### src/rtl/ir_key_ctrl.sv
// ir_key_ctrl: NEC IR key-event sequencer (press / hold / release) feeding a FWFT event FIFO.
// Optional macro IR_ADDR_FILTER_EN: drop frames whose address differs from DEV_ADDR.
module ir_key_ctrl #(
    parameter int unsigned TIMEOUT_US = 120000,
    parameter int unsigned HOLD_RPTS  = 4,
    parameter int unsigned HOLD_RATE  = 2,
    parameter int unsigned FIFO_DEPTH = 4,
    parameter logic [7:0]  DEV_ADDR   = 8'h00
) (
    input  logic       clk_1m,
    input  logic       rst_n,
    input  logic       frame_stb,
    input  logic [7:0] frame_addr,
    input  logic [7:0] frame_cmd,
    input  logic [7:0] frame_cmd_n,
    input  logic       rpt_stb,
    output logic       evt_valid,
    output logic [7:0] evt_code,
    output logic [1:0] evt_type,
    input  logic       evt_ready,
    output logic [2:0] fifo_level,
    output logic       overflow,
    input  logic       ovf_clr,
    output logic [7:0] err_cnt,
    output logic       key_down
);

    localparam int unsigned AW      = (FIFO_DEPTH > 1) ? $clog2(FIFO_DEPTH) : 1;
    localparam int unsigned CW      = $clog2(FIFO_DEPTH + 1);
    localparam int unsigned TW      = $clog2(TIMEOUT_US + 1);
    localparam int unsigned RPT_MAX = (HOLD_RPTS > HOLD_RATE) ? HOLD_RPTS : HOLD_RATE;
    localparam int unsigned RW      = $clog2(RPT_MAX + 1);

    localparam logic [1:0] EV_PRESS   = 2'b01;
    localparam logic [1:0] EV_HOLD    = 2'b10;
    localparam logic [1:0] EV_RELEASE = 2'b11;

    typedef enum logic [1:0] {
        S_IDLE,
        S_PRESSED,
        S_HOLD
    } state_t;

    state_t          state_q, state_d;
    logic [7:0]      cur_code_q, cur_code_d;
    logic [TW-1:0]   timer_q, timer_d;
    logic [RW-1:0]   rpt_cnt_q, rpt_cnt_d;
    logic            pend_press_q, pend_press_d;
    logic [7:0]      pend_code_q, pend_code_d;
    logic            skid_vld_q, skid_frame_q;
    logic [7:0]      skid_code_q;
    logic            key_down_q;
    logic            overflow_q;
    logic [7:0]      err_cnt_q;

    logic [9:0]      mem_q [FIFO_DEPTH];
    logic [AW-1:0]   wr_ptr_q, rd_ptr_q;
    logic [CW-1:0]   count_q;

    logic            addr_ok, cmd_ok, frame_ok, bad_frame;
    logic            live_frame, live_rpt, skid_vld_d;
    logic            ev_frame, ev_rpt;
    logic [7:0]      ev_code;
    logic            hit, change, timeout;
    logic [RW-1:0]   rpt_inc, rpt_lim;
    logic            push_en;
    logic [1:0]      push_type;
    logic [7:0]      push_code;
    logic            fifo_full, pop, wr_ok, drop;
    logic [9:0]      head;

`ifdef IR_ADDR_FILTER_EN
    assign addr_ok = (frame_addr == DEV_ADDR);
`else
    logic unused_addr;
    assign unused_addr = ^(frame_addr ^ DEV_ADDR);
    assign addr_ok     = 1'b1;
`endif

    assign frame_ok   = frame_stb && addr_ok;
    assign cmd_ok     = (frame_cmd == ~frame_cmd_n);
    assign bad_frame  = frame_ok && !cmd_ok;
    assign live_frame = frame_ok && cmd_ok;
    assign live_rpt   = rpt_stb && !frame_stb;

    // Arrivals during the pend_press cycle park in the skid; while the skid drains,
    // a concurrent live arrival is lost (frames are milliseconds apart in practice).
    assign skid_vld_d = pend_press_q && (live_frame || live_rpt);

    always_comb begin
        ev_frame = 1'b0;
        ev_rpt   = 1'b0;
        ev_code  = frame_cmd;
        if (pend_press_q) begin
            ev_frame = 1'b0;
        end else if (skid_vld_q) begin
            ev_frame = skid_frame_q;
            ev_rpt   = !skid_frame_q;
            ev_code  = skid_code_q;
        end else begin
            ev_frame = live_frame;
            ev_rpt   = live_rpt;
        end
    end

    assign hit     = ev_rpt || (ev_frame && (ev_code == cur_code_q));
    assign change  = ev_frame && (ev_code != cur_code_q);
    assign timeout = (timer_q == TW'(TIMEOUT_US - 1));
    assign rpt_inc = rpt_cnt_q + RW'(1);
    assign rpt_lim = (state_q == S_HOLD) ? RW'(HOLD_RATE) : RW'(HOLD_RPTS);

    always_ff @(posedge clk_1m) begin
        if (!rst_n) begin
            state_q <= S_IDLE;
        end else begin
            state_q <= state_d;
        end
    end

    always_comb begin
        state_d = state_q;
        case (state_q)
            S_IDLE: begin
                if (ev_frame) state_d = S_PRESSED;
            end
            S_PRESSED, S_HOLD: begin
                if (pend_press_q) begin
                    state_d = S_PRESSED;
                end else if (change) begin
                    state_d = S_PRESSED;
                end else if (hit) begin
                    if (state_q == S_PRESSED && rpt_inc == rpt_lim) state_d = S_HOLD;
                end else if (timeout) begin
                    state_d = S_IDLE;
                end
            end
            default: state_d = S_IDLE;
        endcase
    end

    always_comb begin
        push_en      = 1'b0;
        push_type    = EV_PRESS;
        push_code    = cur_code_q;
        cur_code_d   = cur_code_q;
        rpt_cnt_d    = rpt_cnt_q;
        timer_d      = (state_q == S_IDLE) ? '0 : timer_q + TW'(1);
        pend_press_d = 1'b0;
        pend_code_d  = pend_code_q;
        case (state_q)
            S_IDLE: begin
                if (ev_frame) begin
                    push_en    = 1'b1;
                    push_type  = EV_PRESS;
                    push_code  = ev_code;
                    cur_code_d = ev_code;
                    rpt_cnt_d  = '0;
                    timer_d    = '0;
                end
            end
            S_PRESSED, S_HOLD: begin
                if (pend_press_q) begin
                    push_en    = 1'b1;
                    push_type  = EV_PRESS;
                    push_code  = pend_code_q;
                    cur_code_d = pend_code_q;
                    rpt_cnt_d  = '0;
                    timer_d    = '0;
                end else if (change) begin
                    push_en      = 1'b1;
                    push_type    = EV_RELEASE;
                    pend_press_d = 1'b1;
                    pend_code_d  = ev_code;
                    timer_d      = '0;
                end else if (hit) begin
                    timer_d = '0;
                    if (rpt_inc == rpt_lim) begin
                        push_en   = 1'b1;
                        push_type = EV_HOLD;
                        rpt_cnt_d = '0;
                    end else begin
                        rpt_cnt_d = rpt_inc;
                    end
                end else if (timeout) begin
                    push_en   = 1'b1;
                    push_type = EV_RELEASE;
                    timer_d   = '0;
                end
            end
            default: ;
        endcase
    end

    always_ff @(posedge clk_1m) begin
        if (!rst_n) begin
            cur_code_q   <= '0;
            timer_q      <= '0;
            rpt_cnt_q    <= '0;
            pend_press_q <= 1'b0;
            pend_code_q  <= '0;
            skid_vld_q   <= 1'b0;
            skid_frame_q <= 1'b0;
            skid_code_q  <= '0;
            key_down_q   <= 1'b0;
            err_cnt_q    <= '0;
        end else begin
            cur_code_q   <= cur_code_d;
            timer_q      <= timer_d;
            rpt_cnt_q    <= rpt_cnt_d;
            pend_press_q <= pend_press_d;
            pend_code_q  <= pend_code_d;
            skid_vld_q   <= skid_vld_d;
            skid_frame_q <= live_frame;
            skid_code_q  <= frame_cmd;
            key_down_q   <= (state_d != S_IDLE);
            if (bad_frame && err_cnt_q != 8'hFF) err_cnt_q <= err_cnt_q + 8'd1;
        end
    end

    assign fifo_full = (count_q == CW'(FIFO_DEPTH));
    assign pop       = evt_valid && evt_ready;
    assign wr_ok     = push_en && (!fifo_full || pop);
    assign drop      = push_en && fifo_full && !pop;

    always_ff @(posedge clk_1m) begin
        if (!rst_n) begin
            for (int unsigned i = 0; i < FIFO_DEPTH; i++) mem_q[i] <= '0;
            wr_ptr_q   <= '0;
            rd_ptr_q   <= '0;
            count_q    <= '0;
            overflow_q <= 1'b0;
        end else begin
            if (wr_ok) begin
                mem_q[wr_ptr_q] <= {push_type, push_code};
                wr_ptr_q        <= wr_ptr_q + AW'(1);
            end
            if (pop) rd_ptr_q <= rd_ptr_q + AW'(1);
            case ({wr_ok, pop})
                2'b10:   count_q <= count_q + CW'(1);
                2'b01:   count_q <= count_q - CW'(1);
                default: count_q <= count_q;
            endcase
            if (drop) begin
                overflow_q <= 1'b1;
            end else if (ovf_clr) begin
                overflow_q <= 1'b0;
            end
        end
    end

    assign head       = mem_q[rd_ptr_q];
    assign evt_valid  = (count_q != '0);
    assign evt_code   = evt_valid ? head[7:0] : '0;
    assign evt_type   = evt_valid ? head[9:8] : '0;
    assign fifo_level = 3'(count_q);
    assign overflow   = overflow_q;
    assign err_cnt    = err_cnt_q;
    assign key_down   = key_down_q;

endmodule

### config.mk
export PLATFORM = sky130hd
export DESIGN_NAME = ir_key_ctrl
export DESIGN_NICKNAME = d
export VERILOG_FILES = /design/src/rtl/ir_key_ctrl.sv
export SDC_FILE = /design/constraint.sdc
export NUM_CORES = 1
export LEC_CHECK = 0
export ABC_AREA = 1
export CORE_MARGIN = 10
export CORE_UTILIZATION = 35
export DETAILED_ROUTE_END_ITERATION = 10
export GPL_ROUTABILITY_DRIVEN = 0
export PLACE_DENSITY = 0.57
export SLEW_MARGIN = 5
export SYNTH_ARGS = -nofsm -noshare
export SYNTH_HDL_FRONTEND = slang
export SYNTH_SLANG_ARGS = --single-unit
### constraint.sdc
create_clock -name clk_1m -period 7.8 [get_ports clk_1m]
set_input_delay 1.17 -clock clk_1m [delete_from_list [all_inputs] [get_ports clk_1m]]
set_output_delay 1.17 -clock clk_1m [all_outputs]
set_load 0.05 [all_outputs]
Yosys cells after proc, flatten, opt, wreduce, memory -nomap -nowiden
Memories as Yosys holds them, arrays and structs flattened. A register that Yosys moved wholly into a read port is not among the register bits.
Index checks and enable logic that the tools add are counted.
- bits in writable memories: 40
- bits of input ports: 30
- word-level logic and storage cells: 130
- output and inout bits: 24
- memories kept: 1
- register bits: 66
- add/subtract/negate cells: 7
- bitwise operators: 4
- eq/ne operators: 14
- muxes and demuxes: 58
- reductions and logical operators: 31
- memories (name ; words ; width ; read ports ; clocked after memory_dff ; write ports ; RTL line ; source):
    mem_q ; 4 ; 10 ; 1 ; 1 ; 4 ; 56 ; logic [9:0] mem_q [FIFO_DEPTH];
- operators by type and width (operator ; number):
    2-to-1 mux 17 bit ; 6
    2-to-1 mux 8 bit ; 5
    case mux 17 bit (2 select lines) ; 1
    2-to-1 mux 2 bit ; 16
    2-to-1 mux 1 bit ; 18
    2-to-1 mux 3 bit ; 6
    adder 17 x 1 -> 17 bit (second input constant) ; 1
    equality test 17 bit (second input constant) ; 1
    equality test 8 bit ; 2
    case mux 8 bit (2 select lines) ; 1
    logical AND 1 bit ; 12
    case mux 3 bit (2 select lines) ; 2
    2-to-1 mux 10 bit ; 1
    OR reduction 10 bit ; 1
    adder 8 x 1 -> 8 bit (second input constant) ; 1
    inequality test 8 bit ; 1
    inequality test 8 bit (second input constant) ; 1
    NOT 8 bit ; 1
    nonzero test 2 bit ; 4
    adder 3 x 1 -> 3 bit (second input constant) ; 2
    inequality test 3 bit (second input constant) ; 2
    logical NOT 1 bit ; 5
    adder 2 x 1 -> 2 bit (second input constant) ; 2
    equality test 2 x 1 -> 1 bit (second input constant) ; 2
    other kinds (15) ; 20

Depth between registers and ports, before layout
- word-level depth: 17
- depth in mapped cells: 24
- mapped depth without buffers: 24

Least setup slack after synthesis
Ideal clock, no wire load.
- kind: in2reg
- start point: input frame_cmd[4]
- end point: memory mem_q[0][0], enable pin
- arrival time: 3.097 ns
- slack: 4.364 ns
- buffers on the path: 1
- stages on the path: 18
- path through: inv_1 nand2_1 nand2_1 nand2_1 nor2_1 nand4_1 nand2_1 nand2_1 nor2_1 a21oi_1 nand2_2 nand2_4 nor2_8 nand2_4 nor2_4 nand2_2 buf_6 nand2_1
- RTL lines (element ; RTL line ; source):
    start, declared ; 14 ; input logic [7:0] frame_cmd,
    end, declared ; 56 ;

==> results by group <==
Floorplan
  – Die W: 145.2 um
  – Die Y: 145.2 um
  – Initial core utilization: 35.96%
  – Io pins: 54
  – Core area: 0.01526 sq mm
  – Die ar.: 0.02108 sq mm
  – FP Rows: 45

Status
  – Status: complete, no violations

Logic synthesis
  – Post-synthesis simple-gate area fraction: 28.83%
  – Post-synthesis net count: 781
  – Post-synthesis compound-gate area fraction: 10.83%
  – Synth unique cells: 40
  – FFs w/ async S/R, synth: 0%
  – Post-synth top flop: dfxtp_1
  – Sequential area share after synthesis: 46.70%
  – Post-Synth XOR/XNOR Area: 1.596%
  – Cells after Synth: 743
  – Mapped Avg Cell Area: 7.384 sq um
  – Post-synth EDFFs: 40
  – Total number of yosys warnings: 0
  – Synth Area in Adders: 1.961%
  – Register bit total from synthesis: 108
  – Multiplexer share of the synthesized area: 0%
  – Largest family of logic cells by synthesized area: simple AND/OR/NAND/NOR gates
  – Mapped cell area: 0.005487 sq mm

Route
  – Routed vias/inst: 4.565
  – Router iterations before antenna repair: 5
  – DRC Markers: 0
  – Routed Antenna Nets: 0
  – Routed WL: 12.10 mm
  – Via count: 4510
  – WL/cell: 12.25 um
  – First DRT Iteration DRCs: 263

GRT
  – Total congestion overflow: 0
  – Gr usage total: 11.32%
  – Antenna violations before repair: 0
  – Pin count of the biggest net entering global routing: 40
  – Vias in the first global route: 4120
  – First-pass GRT wire length: 19.96 mm

Clocking
  – Clock root buffer: clkbuf_16
  – Sink Count: 108
  – CTS Hold Bufs: 0
  – CTS tree: done
  – CTS-repair resized insts: 0
  – Num CTS Buffers: 9
  – CTS clock-pin slew for the worst setup and hold paths: 0.07 ns
  – Postcts setup bufs: 0
  – Max H-tree Level: 3
  – Clock buffer depth: 2
  – Worst skew pair latency: 0.36 ns

Layout
  – Post-layout util: 41.72%
  – Layout Nets: 810
  – Design area: 0.006366 sq mm
  – P&R area growth vs syn: 16.03%
  – Cell Count, Final, Fillers Out: 988
  – Share of cells above drive strength 1: 4.247%
  – Fillers: 1599
  – Antenna cells: 0

Worst setup path
  – Critical Path End Type: flop
  – Critical path type: in2reg
  – Worst Path Required: 7.80 ns
  – Max FO, Critical Path: 13
  – Data arrival, critical path: 5.00 ns
  – CP startpoint kind: input pin

STA
  – F_max: 200.0 MHz
  – Final period util: 64.10%
  – Fin Setup TNS: 0 ns
  – Slew Limit Fails: 0
  – Worst-margin pin slew: 0.7554 ns
  – Setup Viol. Count Final: 0
  – Rel. slew slack: 49.57%
  – Setup Skew: 0.01133 ns
  – Post-route minimum period: 5.000 ns
  – Fin. Hold Viols: 0
  – RSZ-0062 raised after global routing: false

Place
  – Dpl cell area: 0.006065 sq mm
  – Port buffer count: 45
  – Cells after DPL: 972
  – Post-DP HPWL: 8.441 mm

Run
  – MaxCap Viol Count: 0

Pwr
  – PwrDens: 232.9 mW/mm^2
  – Lkg Pwr: 0.002551 uW
  – Max VDD drop: 89.38 uV

Min path
  – Hold Path Class: reg2reg
stage by stage:
step | hold slack [ns] | setup WS [ns] | total power [uW]
5_1_grt | 0.4693 | 2.398 | 1555
2_1_floorplan | 0.4132 | 4.364 | 902.6
3_3_place_gp | 0.4280 | 2.299 | 1031
4_1_cts | 0.4454 | 2.737 | 1499
6_report | 0.4417 | 2.800 | 1483
3_5_place_dp | 0.4351 | 2.359 | 1033
synthesized netlist by cell type (2+ instances only):
cell,count,area share [%]
nand2_1,139,9.5
nor2_1,137,9.4
inv_1,104,7.1
dfxtp_1,68,25
nand3_1,57,5.2
o21ai_0,56,5.1
a21oi_1,42,3.8
edfxtp_1,40,22
clkbuf_1,18,1.2
a31oi_1,9,1.0
xor2_1,8,1.3
ha_1,7,1.6
nor3_1,6,0.55
nand2_2,5,0.57
nand4_1,5,0.57
buf_6,4,0.82
buf_2,3,0.27
nand2_4,3,0.62
nand3b_1,3,0.41
nor3b_1,3,0.41
nor4_1,3,0.34
buf_4,2,0.27
clkinv_1,2,0.14
nand3_2,2,0.36
xnor2_1,2,0.32
worst max-delay path, stage by stage:
cell,delay [ns]
clkdlybuf4s50_1,0.53
nor2_1,0.05
nor2_1,0.10
nand2_1,0.07
nor2_1,0.22
nand4_1,0.13
nand2_1,0.12
nand2_1,0.27
nor2_1,0.66
a21oi_1,0.17
nand2_2,0.18
nand2_4,0.08
nor2_8,0.21
nand4_1,0.45
nand2_1,0.58
flip-flops by register name, indices dropped and copies added (netlist names), 3 cells and up, named ones only:
signal       cells
mem_q           40
timer_q         17
cur_code_q       8
err_cnt          8
pend_code_q      8
skid_code_q      8
fifo_level       3
rpt_cnt_q        3
cells by family (layout without fill, tap and decap cells):
logic type,after synthesis,count (layout)
compound gates,113,113
xor+xnor,10,10
flops,108,108
buf+inv,136,170
simple gates,368,368
fa+ha+maj,8,8
layout make-up:
| class | count | area, sq um | share of cell area [%] |
|---|---|---|---|
| Tap cell | 211 | 264.0 | 4.147 |
| Sequential cell | 108 | 2562 | 40.25 |
| Clock inverter | 7 | 76.32 | 1.199 |
| Multi-Input combinational cell | 499 | 2371 | 37.24 |
| Inverter | 107 | 401.6 | 6.309 |
| Timing Repair Buffer | 47 | 465.4 | 7.311 |
| Clock buffer | 9 | 225.2 | 3.538 |
power by group:
| group | total [uW] | internal (uW) | switching, uW |
|---|---|---|---|
| sequential | 631 | 605 | 26.4 |
| clock | 471 | 251 | 220 |
| combinational | 381 | 118 | 264 |
| total | 1480 | 973 | 510 |
layout by cell type (no fill, tap or decap), types with 40 or more instances in the layout:
cell,instances
nand3_1,57
nor2_1,137
nand2_1,139
inv_1,104
clkdlybuf4s50_1,45
dfxtp_1,68
a21oi_1,42
edfxtp_1,40
o21ai_0,56
routing by layer:
layer	GRT usage (%)	share of wire, %
met2	18.40	45
met5	0	0
met1	14.25	49
met3	2.391	4.6
met4	4.702	1.7
final timing paths:
kind | startpoint | to | slack, ns | depth (start not counted)
worst min-delay path | timer_q[0] | timer_q[0] | 0.44 | 1
worst max register to register | pend_press_q | mem_q[1][4] | 3.73 | 20
worst min register to register | timer_q[0] | timer_q[0] | 0.44 | 1
worst max-delay path | frame_cmd[0] | mem_q[1][4] | 2.80 | 15
Note: power is estimated with default switching activity, not from simulation.
